$ cat src/rtl/ram_pkg.sv
// Shared types and constants for the parametrised dual-port RAM.
package ram_pkg;

  typedef enum logic {
    CLEAR = 1'b0,
    RUN   = 1'b1
  } ram_state_t;

  localparam int RDW_READ_FIRST  = 0;
  localparam int RDW_WRITE_FIRST = 1;

endpackage

$ cat src/rtl/ram_clr_seq.sv
// Clear sequencer: sweeps zeros through the array after reset or a clr request.
//   state | meaning
//   CLEAR | writing 0 to mem[cnt], host accesses ignored
//   RUN   | array accepting reads and writes
module ram_clr_seq
  import ram_pkg::*;
#(
  parameter int ADDR_W = 4
) (
  input  logic              clk,
  input  logic              rst,
  input  logic              clr,
  output logic              clr_we,
  output logic [ADDR_W-1:0] clr_addr,
  output logic              ready
);

  ram_state_t        state, next_state;
  logic [ADDR_W-1:0] cnt, next_cnt;

  always_ff @(posedge clk or negedge rst) begin
    if (!rst) begin
      state <= CLEAR;
      cnt   <= '0;
      ready <= 1'b0;
    end else begin
      state <= next_state;
      cnt   <= next_cnt;
      ready <= (next_state == RUN);
    end
  end

  always_comb begin
    next_state = state;
    next_cnt   = cnt;
    case (state)
      CLEAR: begin
        if (clr) begin
          next_cnt = '0;
        end else begin
          next_cnt = cnt + ADDR_W'(1);
          if (cnt == {ADDR_W{1'b1}}) next_state = RUN;
        end
      end
      RUN: begin
        if (clr) begin
          next_state = CLEAR;
          next_cnt   = '0;
        end
      end
      default: next_state = CLEAR;
    endcase
  end

  assign clr_we   = (state == CLEAR);
  assign clr_addr = cnt;

endmodule

$ cat src/rtl/ram_dp_param.sv
// Parametrised simple dual-port synchronous RAM with a hardware clear sweep
// and a 1- or 2-stage read pipeline qualified by rd_valid.
module ram_dp_param
  import ram_pkg::*;
#(
  parameter int DATA_W   = 8,
  parameter int ADDR_W   = 4,
  parameter int RD_LAT   = 1,
  parameter int RDW_MODE = 0
) (
  input  logic              clk,
  input  logic              rst,
  input  logic              clr,
  input  logic              wr_en,
  input  logic [ADDR_W-1:0] wr_addr,
  input  logic [DATA_W-1:0] din,
  input  logic              rd_en,
  input  logic [ADDR_W-1:0] rd_addr,
  output logic [DATA_W-1:0] dout,
  output logic              rd_valid,
  output logic              ready
);

  localparam int DEPTH = 2 ** ADDR_W;

  if (RD_LAT != 1 && RD_LAT != 2) begin : g_bad_rd_lat
    $error("ram_dp_param: RD_LAT must be 1 or 2");
  end

  logic [DATA_W-1:0] mem [DEPTH];
  logic              clr_we;
  logic [ADDR_W-1:0] clr_addr;
  logic              wr_acc, rd_acc, bypass;
  logic [DATA_W-1:0] rd_data;
  logic              out_valid;
  logic [DATA_W-1:0] out_data;

  ram_clr_seq #(.ADDR_W(ADDR_W)) u_clr_seq (
    .clk      (clk),
    .rst      (rst),
    .clr      (clr),
    .clr_we   (clr_we),
    .clr_addr (clr_addr),
    .ready    (ready)
  );

  // A clr request swallows the host access presented on the same edge.
  assign wr_acc  = ready & wr_en & ~clr;
  assign rd_acc  = ready & rd_en & ~clr;
  assign bypass  = (RDW_MODE == RDW_WRITE_FIRST) && wr_acc && (wr_addr == rd_addr);
  assign rd_data = bypass ? din : mem[rd_addr];

  // Array is deliberately not reset; the clear sweep owns its initial contents.
  always_ff @(posedge clk) begin
    if (clr_we) begin
      mem[clr_addr] <= '0;
    end else if (wr_acc) begin
      mem[wr_addr] <= din;
    end
  end

  if (RD_LAT == 2) begin : g_lat2
    logic              stg_valid;
    logic [DATA_W-1:0] stg_data;

    always_ff @(posedge clk or negedge rst) begin
      if (!rst) begin
        stg_valid <= 1'b0;
        stg_data  <= '0;
      end else begin
        stg_valid <= rd_acc;
        if (rd_acc) stg_data <= rd_data;
      end
    end

    assign out_valid = stg_valid;
    assign out_data  = stg_data;
  end else begin : g_lat1
    assign out_valid = rd_acc;
    assign out_data  = rd_data;
  end

  always_ff @(posedge clk or negedge rst) begin
    if (!rst) begin
      dout     <= '0;
      rd_valid <= 1'b0;
    end else begin
      rd_valid <= out_valid;
      if (out_valid) dout <= out_data;
    end
  end

endmodule

$ cat config.mk
export PLATFORM = sky130hd
export DESIGN_NAME = ram_dp_param
export DESIGN_NICKNAME = d
export VERILOG_FILES = /design/src/rtl/ram_pkg.sv /design/src/rtl/ram_clr_seq.sv /design/src/rtl/ram_dp_param.sv
export SDC_FILE = /design/constraint.sdc
export NUM_CORES = 1
export LEC_CHECK = 0
export BUFFER_PORTS_ARGS = -buffer_cell sky130_fd_sc_hd__buf_2
export CAP_MARGIN = 20
export CORE_ASPECT_RATIO = 1.75
export CORE_MARGIN = 2
export CORE_UTILIZATION = 40
export CTS_CLUSTER_DIAMETER = 120
export DETAILED_ROUTE_END_ITERATION = 8
export GPL_TIMING_DRIVEN = 0
export SETUP_SLACK_MARGIN = 0.2
export SYNTH_ARGS = -nofsm -noshare
export SYNTH_HDL_FRONTEND = slang
export SYNTH_SLANG_ARGS = --single-unit
$ cat constraint.sdc
create_clock -name clk -period 3.81 [get_ports clk]
set_input_delay 0.762 -clock clk [delete_from_list [all_inputs] [get_ports clk]]
set_output_delay 0.762 -clock clk [all_outputs]
set_load 0.01 [all_outputs]
Word-level counts from Yosys, hierarchy flattened

Memories as Yosys holds them, arrays and structs flattened. A register that Yosys moved wholly into a read port is not among the register bits.
Cells that the tools add are included.

Bits in read-only memories: 0
Word-level logic and storage cells: 29
Latch bits: 0
Memory bits (writable): 128
Output and inout bits: 10
Input bits: 21
Bits in registers: 6
Memories kept: 1

Memory list:

| name | words | bits a word | rd ports | clocked after memory_dff | write ports | line               | text |
|---|---|---|---|---|---|---|---|
| mem  | 16    | 8           | 1        | 1                        | 1           | ram_dp_param.sv:30 | `logic [DATA_W-1:0] mem [DEPTH];` |

Order comparisons: 0
Add/sub/neg operators: 1
Equality and inequality tests: 2
Mux-type cells: 14
$mul: 0
Bitwise gates (word level): 6
Shifts and indexed selects: 0
Div/mod/pow operators: 0
Reduce and logical (&&, ||, !) cells: 2

Operators by type and width:

| operator            | number |
|---|---|
| $mux 4              | 3 |
| $mux 1              | 8 |
| $mux 8              | 1 |
| $pmux 4 s2          | 1 |
| $reduce_or 8->1     | 1 |
| $add 4x1->4 const B | 1 |
| $and 1x1->1         | 4 |
| $eq 4x4->1 const B  | 1 |
| $ne 2x2->1 const B  | 1 |
| $not 1->1           | 2 |
| $pmux 1 s2          | 1 |
| $logic_not 1->1     | 1 |

Longest topological paths before layout

Depth after elaboration: 7
Mapped depth: 7
Depth with buffers taken out: 5

By module

From an unflattened synthesis, not the netlist that was laid out.

Cells, all modules: 300
Area total of the unflattened synthesis: 5696.7 um^2

By module, submodules not included:

| module       | seq. area each (um^2) | area each (um^2) | times used | cells each |
|---|---|---|---|---|
| ram_dp_param | 4068.9                | 5479.0           | 1          | 281 |
| ram_clr_seq  | 125.1                 | 217.7            | 1          | 19 |

Worst setup path before layout

Ideal clock, no wire load.

Path kind: input-to-reg
From: in clr
To: mem mem[10][0] (enable)
Path buffers: 1
Stages on the path: 4
Required time: 3.440 ns
Data arrival time: 1.837 ns
Setup slack: 1.603 ns
Setup time: 0.370 ns
Path through: and3b_1 -> clkbuf_1 -> a32oi_1 -> nor2_1

Word-level cells in the longest chain between the ends: 7
Elaborated cells between the ends (all ways): 8
Those cells by class: 5 x mux; 2 x bitwise; 1 x reduce/logical

Ends and longest elaborated chain:

| what                                       | line               | text |
|---|---|---|
| start: declaration                         | ram_dp_param.sv:13 | `input logic clr,` |
| $not 1->1 (*)                              | ram_dp_param.sv:48 | `assign wr_acc = ready & wr_en & ~clr;` |
| $and 1x1->1 (*)                            | ram_dp_param.sv:48 |  |
| $mux 1 (*)                                 | ram_dp_param.sv:57 | `end else if (wr_acc) begin` |
| $mux 1 (*)                                 | ram_dp_param.sv:55 | `if (clr_we) begin` |
| $mux 1 (implied by the code) (*)           | ram_dp_param.sv:58 | `mem[wr_addr] <= din;` |
| $reduce_or 8->1 (no line)                  | n/a                |  |
| $mux 4 (no line) or $mux 1 (tied branches) | n/a                |  |
| end: declaration                           | ram_dp_param.sv:30 |  |

Every way passes the cells marked *; elsewhere a longest branch is shown, timed or not.

Worst setup path in the final report

From: reg u_clr_seq.ready
To: mem mem[13][1] (enable)

Word-level cells in the longest chain between the ends: 7
Elaborated cells between the ends (all ways): 9
Those cells by class: 6 x mux; 2 x bitwise; 1 x reduce/logical

Ends and longest elaborated chain:

| what                                       | line               | text |
|---|---|---|
| start: declaration                         | ram_clr_seq.sv:15  | `output logic ready` |
| start signal: assignment                   | ram_clr_seq.sv:29  | `ready <= (next_state == RUN);` |
| $and 1x1->1 (2 in a row)                   | ram_dp_param.sv:48 |  |
| $mux 1                                     | ram_dp_param.sv:57 |  |
| $mux 1                                     | ram_dp_param.sv:55 |  |
| $mux 1 (implied by the code)               | ram_dp_param.sv:58 |  |
| $reduce_or 8->1 (no line)                  | n/a                |  |
| $mux 4 (no line) or $mux 1 (tied branches) | n/a                |  |

Several ways; a longest one is shown, not always the timed one.

==> metrics.yaml <==
place_congestion: 0.817
cts_buffer_depth: 2
critPathLaunchType: "flip-flop"
synthSimpleGateAreaFrac_pct: 3.97
rr_worst_depth: 5
yosysMostFrequentCell: "edfxtp_1"
rows: 57
clk_pin_slew_ps: 60
grt_pass1_wl_mm: 18.0
netlist_instances: 289
power.density_mw_per_mm2: 548
seq_area_frac_synth_pct: 73.9
die_h_microns: 162
synth_seq_cells: 142
hold_class: "in2async"
r2r_slack_ps: 1080
fin_crit_ps: 2730
synth_xor_area_share_pct: 0.463
dpl.hpwl_mm: 7.84
wire_per_inst_microns: 22.2
core_sq_mm: 0.0139
clock_skew_ps: 7.08
ios: 31
setup_viol: 0
wl_mm: 11.7
syn2layout_area_growth_pct: 17.5
globalRoute.totalOverflow: 0
tightest_slew_ps: 1070
clk_latency_ps: 410
synth-edff-count: 128
synthesis.area_sq_mm: 0.00567
holdWs_ps: 259
ys.flop_type: "edfxtp_1"
setup-tns-final_ps: 0
crit_type: "reg2reg"
cts-root-buf: "clkbuf_16"
h-tree-depth: 4
clock_sinks: 142
max_slew_margin_pct: 28.3
synth_nets: 311
synth_top_family_by_area: "multiplexers"
syn_avg_cell_area_sq_um: 19.6
end_kind: "flip-flop"
cp.arrival_ps: 2760
synth_warnings: 0
rsz0062_at_grt: "no"
die-area_sq_mm: 0.0152
synth.area.mux_share_pct: 16.2
num_antenna_cells: 0
fillCellCount: 1155
cap_violations: 0
synth_top_cell_area_share_pct: 67.7
synth_compound_area_share_pct: 3.20
power.ir.vdd_worst_v: 0.000321
final_nets: 358
p_leak_nw: 2.54
synth_top_cells_by_count: "edfxtp_1 (128), nor2_1 (26), mux4_2 (21), dfrtp_1 (14), mux2i_1 (13)"
final_max_slew_viol_count: 0
path_max_fanout: 10
cts_hold_buf: 0
antenna_left: 0
rr_startpoint: "u_clr_seq.ready"
initialDrtViolationCount: 196
ys_async_sr_fraction_pct: 9.86
synthAdderAreaFrac_pct: 0.221
drc: 0
vias: 2823
synthTopCellsByArea: "edfxtp_1 (68%), mux4_2 (8.3%), dfrtp_1 (6.2%), mux4_1 (4.2%), mux2i_1 (2.3%)"
cts_resized: 0
synth_top_area_cell: "edfxtp_1"
hold_violations: 0
fin_crit_sh_pct: 71.5
place_ws_ps: 614
r2r-end: "mem[13][1]"
seq_area_sq_mm: 0.00419
grt_antenna_before_repair: 0
numCtsBuffers: 17
grt_pass1_vias: 3068
final_core_util_pct: 48.0
postCtsSetupBuffers: 0
initial_utilization_pct: 40.8
ys_types: 30
multi_input_area_sq_mm: 0.00136
grtUsageTotal_pct: 17.0
setup_ws_ps: 1080
viasPerCell: 5.37
io_buffers: 28
required_ps: 3840
status: "finished clean"
firstDrtPassIters: 5
tritoncts: "yes"
drive_gt1_share_pct: 28.1
max_freq_ghz: 0.367
grt_max_degree: 17
fp.dieW_microns: 94.0
## kinds of logic after synthesis
group,Yosys count
buf+inv,20
flops,142
fa+ha+maj,1
mux,50
simple gates,47
xor+xnor,3
compound gates,26
## critical path, cell delays in order, from the launching register on
cell      delay, ps
dfrtp_1         340
buf_2           200
and3b_1         190
clkbuf_1        470
a31oi_1         280
nor2_1          860
## stage by stage
step                      instance area [sq um]  cells  power, mW
after global routing                       6670    526       3.77
final                                      6670    526       3.66
after detailed placement                   6040    494       1.93
after CTS                                  6670    526       3.67
after floorplan                            5670    289       1.87
after global placement                     6040    494       1.93
## worst max path at each step
stage                 endpoint  cells past startpoint       startpoint  slack [ps]
floorplan           mem[10][0]                      4              clr        1600
global placement    mem[14][5]                      5              clr         670
detailed placement  mem[13][6]                      5              clr         610
CTS                 mem[13][1]                      5  u_clr_seq.ready        1020
global route         mem[1][3]                      5  u_clr_seq.ready         910
finish              mem[13][1]                      5  u_clr_seq.ready        1080
## report_power, final
part           leakage (nW)  switching [mW]  internal [mW]  total [mW]
registers              1.54          0.0154           1.72        1.73
clock network         0.299           0.654           1.11        1.76
logic                 0.701          0.0908         0.0718       0.163
## registers in the layout, indices dropped and copies added (netlist names)
register	flops
u_clr_seq.clr_addr	4
u_clr_seq.ready	1
rd_valid	1
dout	8
mem	128
## layer usage
metal | wire, microns | global-route usage [%]
met1 | 4480 | 19.5
met2 | 6560 | 30.1
met3 | 372 | 3.78
met4 | 248 | 6.98
met5 | 0 | 0
## cell usage in the layout, fill, tap and decap left out, drive strengths merged
master / count
clkbuf: 20
mux4: 30
nand3: 1
dfrtp: 14
nor3: 1
a311oi: 1
nor2: 26
and3b: 1
ha: 1
nor3b: 2
a32oi: 5
mux2i: 13
a221o: 1
xor2: 1
inv: 11
nand2: 3
o21ai: 7
xnor2: 2
nor2b: 4
a31oi: 5
clkinv: 3
mux2: 7
edfxtp: 128
buf: 39
nand3b: 1
clkinvlp: 3
a22oi: 7
bufinv: 4
and2: 8
## layout make-up
| class | instances | area share, % |
|---|---|---|
| Sequential cell | 142 | 62.9 |
| Multi-Input combinational cell | 127 | 20.5 |
| Clock buffer | 17 | 6.38 |
| Tap cell | 177 | 3.32 |
| Clock inverter | 15 | 3.11 |
| Timing Repair Buffer | 28 | 2.10 |
| Buffer | 14 | 1.41 |
| Inverter | 6 | 0.338 |
(Power assumes the default switching activity.)
